**config.mk**
```make
export PLATFORM = sky130hd
export DESIGN_NAME = keypad_scan_ctrl
export DESIGN_NICKNAME = d
export VERILOG_FILES = /design/src/rtl/keypad_scan_ctrl.sv
export SDC_FILE = /design/constraint.sdc
export NUM_CORES = 1
export LEC_CHECK = 0
export ABC_AREA = 0
export CAP_MARGIN = 25
export CORE_ASPECT_RATIO = 0.7
export CORE_MARGIN = 1.5
export CORE_UTILIZATION = 35
export DETAILED_ROUTE_END_ITERATION = 16
export GPL_ROUTABILITY_DRIVEN = 0
export GPL_TIMING_DRIVEN = 0
export SYNTH_ARGS = -nofsm -noshare
export SYNTH_HDL_FRONTEND = slang
export SYNTH_SLANG_ARGS = --single-unit
```
**constraint.sdc**
```tcl
create_clock -name clk -period 5.58 [get_ports clk]
set_clock_uncertainty 0.15 [all_clocks]
set_input_delay 1.116 -clock clk [delete_from_list [all_inputs] [get_ports clk]]
set_output_delay 1.116 -clock clk [all_outputs]
set_load 0.01 [all_outputs]
```
**src/rtl/keypad_scan_ctrl.sv**
```systemverilog
// 4x4 keypad scanner with press/release debounce; key_valid rises DEBOUNCE_CNT cycles after detection.
// No backpressure: key_valid is a one-cycle strobe, key_code holds until the next accepted press.
module keypad_scan_ctrl #(
  parameter int SCAN_DIV     = 50000,
  parameter int DEBOUNCE_CNT = 500000
) (
  input  logic       clk,
  input  logic       rst_n,
  input  logic [3:0] row,
  output logic [3:0] col,
  output logic       key_valid,
  output logic [3:0] key_code,
  output logic       key_down
);

  localparam int DW = $clog2(SCAN_DIV);
  localparam int CW = $clog2(DEBOUNCE_CNT);
  localparam logic [DW-1:0] DWELL_LAST  = DW'(SCAN_DIV - 1);
  localparam logic [CW-1:0] STABLE_LAST = CW'(DEBOUNCE_CNT - 1);

  typedef enum logic [1:0] {
    ST_SCAN,
    ST_DEBOUNCE,
    ST_HOLD,
    ST_RELEASE
  } state_t;

  state_t          state, state_nxt;
  logic [1:0]      ci, ci_nxt;
  logic [1:0]      ri, ri_nxt;
  logic [DW-1:0]   dwell, dwell_nxt;
  logic [CW-1:0]   stable, stable_nxt;
  logic [3:0]      row_m, row_s;
  logic            key_valid_nxt;
  logic [3:0]      key_code_nxt;
  logic            key_down_nxt;
  logic            row_hit;

  // Lowest-numbered active row wins when several rows are low.
  function automatic logic [1:0] low_row(input logic [3:0] r);
    if (!r[0])      return 2'd0;
    else if (!r[1]) return 2'd1;
    else if (!r[2]) return 2'd2;
    else            return 2'd3;
  endfunction

  assign col     = ~(4'b0001 << ci);
  assign row_hit = ~row_s[ri];

  always_comb begin
    state_nxt     = state;
    ci_nxt        = ci;
    ri_nxt        = ri;
    dwell_nxt     = dwell;
    stable_nxt    = stable;
    key_valid_nxt = 1'b0;
    key_code_nxt  = key_code;
    key_down_nxt  = key_down;
    case (state)
      ST_SCAN: begin
        if (dwell == DWELL_LAST) begin
          dwell_nxt = '0;
          if (row_s == 4'b1111) begin
            ci_nxt = ci + 2'd1;
          end else begin
            ri_nxt     = low_row(row_s);
            stable_nxt = '0;
            state_nxt  = ST_DEBOUNCE;
          end
        end else begin
          dwell_nxt = dwell + DW'(1);
        end
      end
      ST_DEBOUNCE: begin
        if (!row_hit) begin
          state_nxt = ST_SCAN;
          ci_nxt    = ci + 2'd1;
          dwell_nxt = '0;
        end else if (stable == STABLE_LAST) begin
          key_code_nxt  = {ri, ci};
          key_valid_nxt = 1'b1;
          key_down_nxt  = 1'b1;
          state_nxt     = ST_HOLD;
        end else begin
          stable_nxt = stable + CW'(1);
        end
      end
      ST_HOLD: begin
        if (!row_hit) begin
          state_nxt  = ST_RELEASE;
          stable_nxt = '0;
        end
      end
      ST_RELEASE: begin
        // A re-closed contact is release bounce: go back and wait again.
        if (row_hit) begin
          state_nxt = ST_HOLD;
        end else if (stable == STABLE_LAST) begin
          key_down_nxt = 1'b0;
          state_nxt    = ST_SCAN;
          ci_nxt       = ci + 2'd1;
          dwell_nxt    = '0;
        end else begin
          stable_nxt = stable + CW'(1);
        end
      end
      default: state_nxt = ST_SCAN;
    endcase
  end

  always_ff @(posedge clk or negedge rst_n) begin
    if (!rst_n) begin
      state     <= ST_SCAN;
      ci        <= 2'd0;
      ri        <= 2'd0;
      dwell     <= '0;
      stable    <= '0;
      row_m     <= 4'b1111;
      row_s     <= 4'b1111;
      key_valid <= 1'b0;
      key_code  <= 4'd0;
      key_down  <= 1'b0;
    end else begin
      state     <= state_nxt;
      ci        <= ci_nxt;
      ri        <= ri_nxt;
      dwell     <= dwell_nxt;
      stable    <= stable_nxt;
      row_m     <= row;
      row_s     <= row_m;
      key_valid <= key_valid_nxt;
      key_code  <= key_code_nxt;
      key_down  <= key_down_nxt;
    end
  end

endmodule

```
-- Word-level counts from Yosys, hierarchy flattened
Cells that the tools add are included.
- output and inout port bits: 10
- logic and storage cells: 84
- input bits: 6
- register bits after elaboration: 55
- multiplexer cells: 39
- add/sub/neg operators: 3
- equality and inequality tests: 17
- bitwise gates (word level): 3
- magnitude comparators: 1
- reductions and logical operators: 10
- shifts and indexed selects: 1
- operator list (operator ; count):
    19-bit two-way mux ; 6
    19-bit case mux with 4 select lines ; 1
    16-bit two-way mux ; 4
    16-bit case mux with 3 select lines ; 1
    2-bit two-way mux ; 14
    19-bit by 1-bit adder with 19-bit output, second input constant ; 1
    19-bit equality test, second input constant ; 1
    2-bit != test, second input constant ; 9
    16-bit by 1-bit adder with 16-bit output, second input constant ; 1
    16-bit equality test, second input constant ; 1
    5-bit AND reduction ; 3
    1-bit two-way mux ; 9
    2-bit case mux with 4 select lines ; 1
    3-bit != test, second input constant ; 2
    2-bit case mux with 3 select lines ; 1
    3-bit AND reduction ; 2
    6-bit AND reduction ; 1
    2-bit equality test, second input constant ; 2
    4-bit equality test, second input constant ; 1
    4-bit NOT ; 1
    4-bit AND reduction ; 1
    1-bit by 2-bit left shift with 4-bit output, first input constant ; 1
    2-bit by 3-bit < comparator with 1-bit output, second input constant ; 1
    3-bit nonzero test ; 1
    7 further kinds ; 8

-- Longest topological paths before layout
- depth in word-level cells: 4
- depth in mapped cells: 8
- depth with buffers taken out: 7

-- Worst setup path before layout
OpenSTA, ideal clock, no wires.
- kind: reg2reg
- start point: reg dwell[10]
- end point: reg ci[1]
- arrival time: 2307 ps
- setup time: 128 ps
- setup slack: 2996 ps
- data required time: 5302 ps
- clock period less this slack: 2584 ps
- path buffers: 1
- cell stages (with the launch flop): 7
- cells stage by stage: dfrtp_1 -> or4b_4 -> o41a_1 -> buf_6 -> or3_1 -> a21oi_2 -> mux2_1
- longest elaborated chain between the ends: 3
- RTL lines (element ; line ; text):
    from (decl) ; 31 ; logic [DW-1:0] dwell, dwell_nxt;
    from (signal assigned) ; 127 ; dwell <= dwell_nxt;
    16-bit equality test ; 61 ; if (dwell == DWELL_LAST) begin
    2-bit != test (no line) ; -- ;
    6-bit AND reduction (no line) ; -- ;
    to (signal assigned) ; 125 ; ci <= ci_nxt;
    to (decl) ; 29 ; logic [1:0] ci, ci_nxt;
No other way between the ends.
A chain may end at the register's enable or synchronous reset.

-- Worst setup path in the final report
- start point: reg ri[0]
- end point: reg stable[15]
- longest elaborated chain between the ends: 4
- elaborated cells between the ends (all ways): 6
- classes of those cells: 3 x eq/ne; 2 x mux; 1 x reduce/logical
- RTL lines (element ; line ; text):
    from (decl) ; 30 ; logic [1:0] ri, ri_nxt;
    from (signal assigned) ; 126 ; ri <= ri_nxt;
    1-bit binary-select mux with 2-bit select * ; 48 ; assign row_hit = ~row_s[ri];
    1-bit two-way mux (implied by the code) * ; 48 ;
    2-bit != test (no line) ; -- ;
    5-bit AND reduction (no line) * ; -- ;
    to (signal assigned) ; 128 ; stable <= stable_nxt;
    to (decl) ; 32 ; logic [CW-1:0] stable, stable_nxt;
Mark *: on every way between the ends. The rest lies on a longest branch, timed or not. The select of a mux whose other input is x is not followed.

==> results.json <==
{
  "grt_max_degree": 36,
  "p_leak_nw": 1.463,
  "synth_top_flop_cell": "dfrtp_1",
  "ant_nets": 0,
  "rsz0062_at_grt": "false",
  "syn_nets": 305,
  "clk_latency_ns": 0.29,
  "relSlewSlack": 0.4582,
  "ctsResizeCount": 0,
  "worstMarginPinSlew_ns": 0.8128,
  "place_hpwl_um": 4628,
  "cp.arrival_ns": 2.91,
  "vias": 2363,
  "io_pins": 16,
  "endpoint_kind": "flop",
  "multi_input_area_sq_mm": 0.001373,
  "cp_max_fo": 10,
  "yosysTopAreaCell": "dfrtp_1",
  "layout.area.seq_sq_mm": 0.001386,
  "area_delta_synth_final_pct": 17.08,
  "ys_ff_latch": 55,
  "route.detailed.drc": 0,
  "cts_hold_buf": 0,
  "required_ns": 5.64,
  "firstDrtPassIters": 4,
  "core_sq_mm": 0.007905,
  "clkSlewWorstSetupHoldPaths_ns": 0.07,
  "ys_seq_area_frac": 0.4815,
  "synth_area_leaders": "dfrtp_1 41%, dfstp_2 7.3%, a21oi_1 3.7%, nand3_1 3.3%, a31oi_1 3.3%",
  "grt_use_total": 0.1543,
  "finalCriticalPeriod_ns": 2.849,
  "critical_path_buf_inv_count": 2,
  "drt_iter0_drc": 235,
  "finalCritPeriodShare": 0.5106,
  "synth_top_area_share": 0.4085,
  "cp_cell_sequence": "mux4_2 -> a221oi_1 -> clkbuf_1 -> buf_2 -> o21ai_0 -> a21oi_1",
  "h-tree-depth": 2,
  "synth_cell_types": 57,
  "fin_nets": 331,
  "min_path_type": "reg2reg",
  "cpLargestDelayFamily": "compound AO/OA/AOI/OAI gates",
  "reg2reg_from": "ri[0]",
  "fin_tns_setup_ns": 0,
  "critical_path_class": "reg2reg",
  "fmaxAchievable_mhz": 351.0,
  "synth_area_sq_mm": 0.002879,
  "cp_slowest_stage_delay_ns": 0.66,
  "cts_buffers": 5,
  "clock_sinks": 55,
  "routed_wl_um": 6470,
  "min_from": "row_m[1]",
  "ir_drop_v": 0.0002160,
  "n_antenna_cell": 0,
  "finish.utilization": 0.4264,
  "clock_path_buffers": 2,
  "drive_gt1_frac": 0.1188,
  "cts_tree": "built",
  "synthCells": 293,
  "die_y_um": 78.88,
  "start_util": 0.3642,
  "grt_pass1_vias": 2103,
  "rows": 27,
  "slew_viol_final": 0,
  "maxCapViolations": 0,
  "power_density_mw_per_mm2": 233.3,
  "wl_per_cell_um": 15.37,
  "fill_cells": 777,
  "finalSetupViolations": 0,
  "syn_area_per_cell_sq_um": 9.826,
  "critPathLaunch": "ri[0]",
  "synth_edf_count": 0,
  "outcome": "finished, final reports clean",
  "start_kind": "flop",
  "grt_first_pass_wirelength_um": 11010,
  "portBuffers": 15,
  "cts_setup_buffers": 0,
  "clock-root-buffer": "clkbuf_16",
  "async_reset_ff_frac": 1.000,
  "worst_path_max_delay_cell": "a221oi_1",
  "dieArea_sq_mm": 0.008787,
  "die_x_um": 111.4,
  "yosys_warnings": 0,
  "overflow": 0,
  "antenna_found_initial": 0,
  "hold_violations": 0,
  "via_per_inst": 5.613
}
## metal layers
layer	routed length, um	vias to the layer above	track usage	part of all wire
met5	0	-	0	0
met4	42	0	0.03038	0.0065
met3	321	5	0.02824	0.050
met2	2573	52	0.2123	0.40
met1	3532	1155	0.2483	0.55
li1	-	1151	-	-
## flip-flops by register name, summed over array words and instances, names as in the netlist, named ones only
name,count
row_m,4
ci,2
key_down,1
stable,19
key_valid,1
ri,2
state,1
key_code,4
row_s,4
dwell,16
## path summary, 6_finish.rpt
| path | endpoint | slack, ns | depth (start not counted) |
|---|---|---|---|
| setup reg to reg | stable[15] | 2.73 | 6 |
| setup / recovery | stable[15] | 2.73 | 6 |
| hold reg to reg | row_s[1] | 0.21 | 0 |
| hold / removal | row_s[1] | 0.21 | 0 |
| min in group asynchronous | stable[12] | 0.77 | 1 |
| max in group asynchronous | dwell[9] | 3.94 | 2 |
## layout make-up
class                      instances  area share
buffer                            13     0.01782
clock buffer                       5     0.03712
clock inverter                     3     0.01485
inverter                          16     0.01782
multi-input combinational        209      0.4072
sequential                        55      0.4113
tap                              101     0.03749
timing repair buffer              19     0.05642
## Yosys cell counts (3+ instances only)
| cell | number |
|---|---|
| clkbuf_1 | 8 |
| o21ai_0 | 14 |
| o31ai_1 | 4 |
| nand4_1 | 4 |
| nand3_1 | 19 |
| o21a_1 | 3 |
| and3_1 | 14 |
| or4_1 | 5 |
| and4_1 | 3 |
| mux2_2 | 5 |
| buf_2 | 3 |
| a31oi_1 | 15 |
| mux2i_1 | 3 |
| dfstp_2 | 8 |
| or3_1 | 10 |
| inv_1 | 15 |
| a21oi_1 | 21 |
| ha_1 | 6 |
| dfrtp_1 | 47 |
| a21boi_0 | 3 |
| nor3_1 | 9 |
| nand2_1 | 21 |
| nor2_1 | 12 |
## layout by cell type, fill, tap and decap left out, types with 3 or more instances in the layout
cell and instances:
or3_1 10, nor2_1 12, mux2i_1 3, nand3_1 19
and4_1 3, nor3_1 9, or4_1 5, o31ai_1 4
ha_1 6, clkdlybuf4s50_1 14, buf_2 6, o21ai_0 14
o21a_1 3, dfrtp_1 47, and3_1 14, nand2_1 21
a21boi_0 3, clkbuf_1 8, dfstp_2 8, clkbuf_16 5
inv_1 15, a31oi_1 15, nand4_1 4, a21oi_1 21
mux2_2 5
## power by group
part / switching [mW] / leakage, nW / internal, mW
logic: 0.0103 / 0.651 / 0.00586
registers: 0.00129 / 0.727 / 0.403
clock network: 0.149 / 0.0863 / 0.217
## metrics by stage
step	power, mW	setup WS [ns]	cell area, sq um	instances	hold WS (ns)
after floorplan	0.4148	2.996	2879	293	0.1952
after global placement	0.4271	1.500	3156	409	0.1964
after detailed placement	0.4295	2.736	3191	412	0.1968
after CTS	0.7981	2.721	3366	420	0.2084
after global routing	0.8167	2.518	3371	421	0.2122
final	0.7865	2.731	3371	421	0.2071
## logic make-up after synthesis
kind of cell	share of synthesized area
and+or+nand+nor	0.2238
AOI/OAI and AO/OA	0.1791
DFF	0.4815
buffers and inverters	0.04172
muxes	0.04172
adders and majority gates	0.02607
xor gates and xnor gates	0.006085
(Power assumes the default switching activity.)
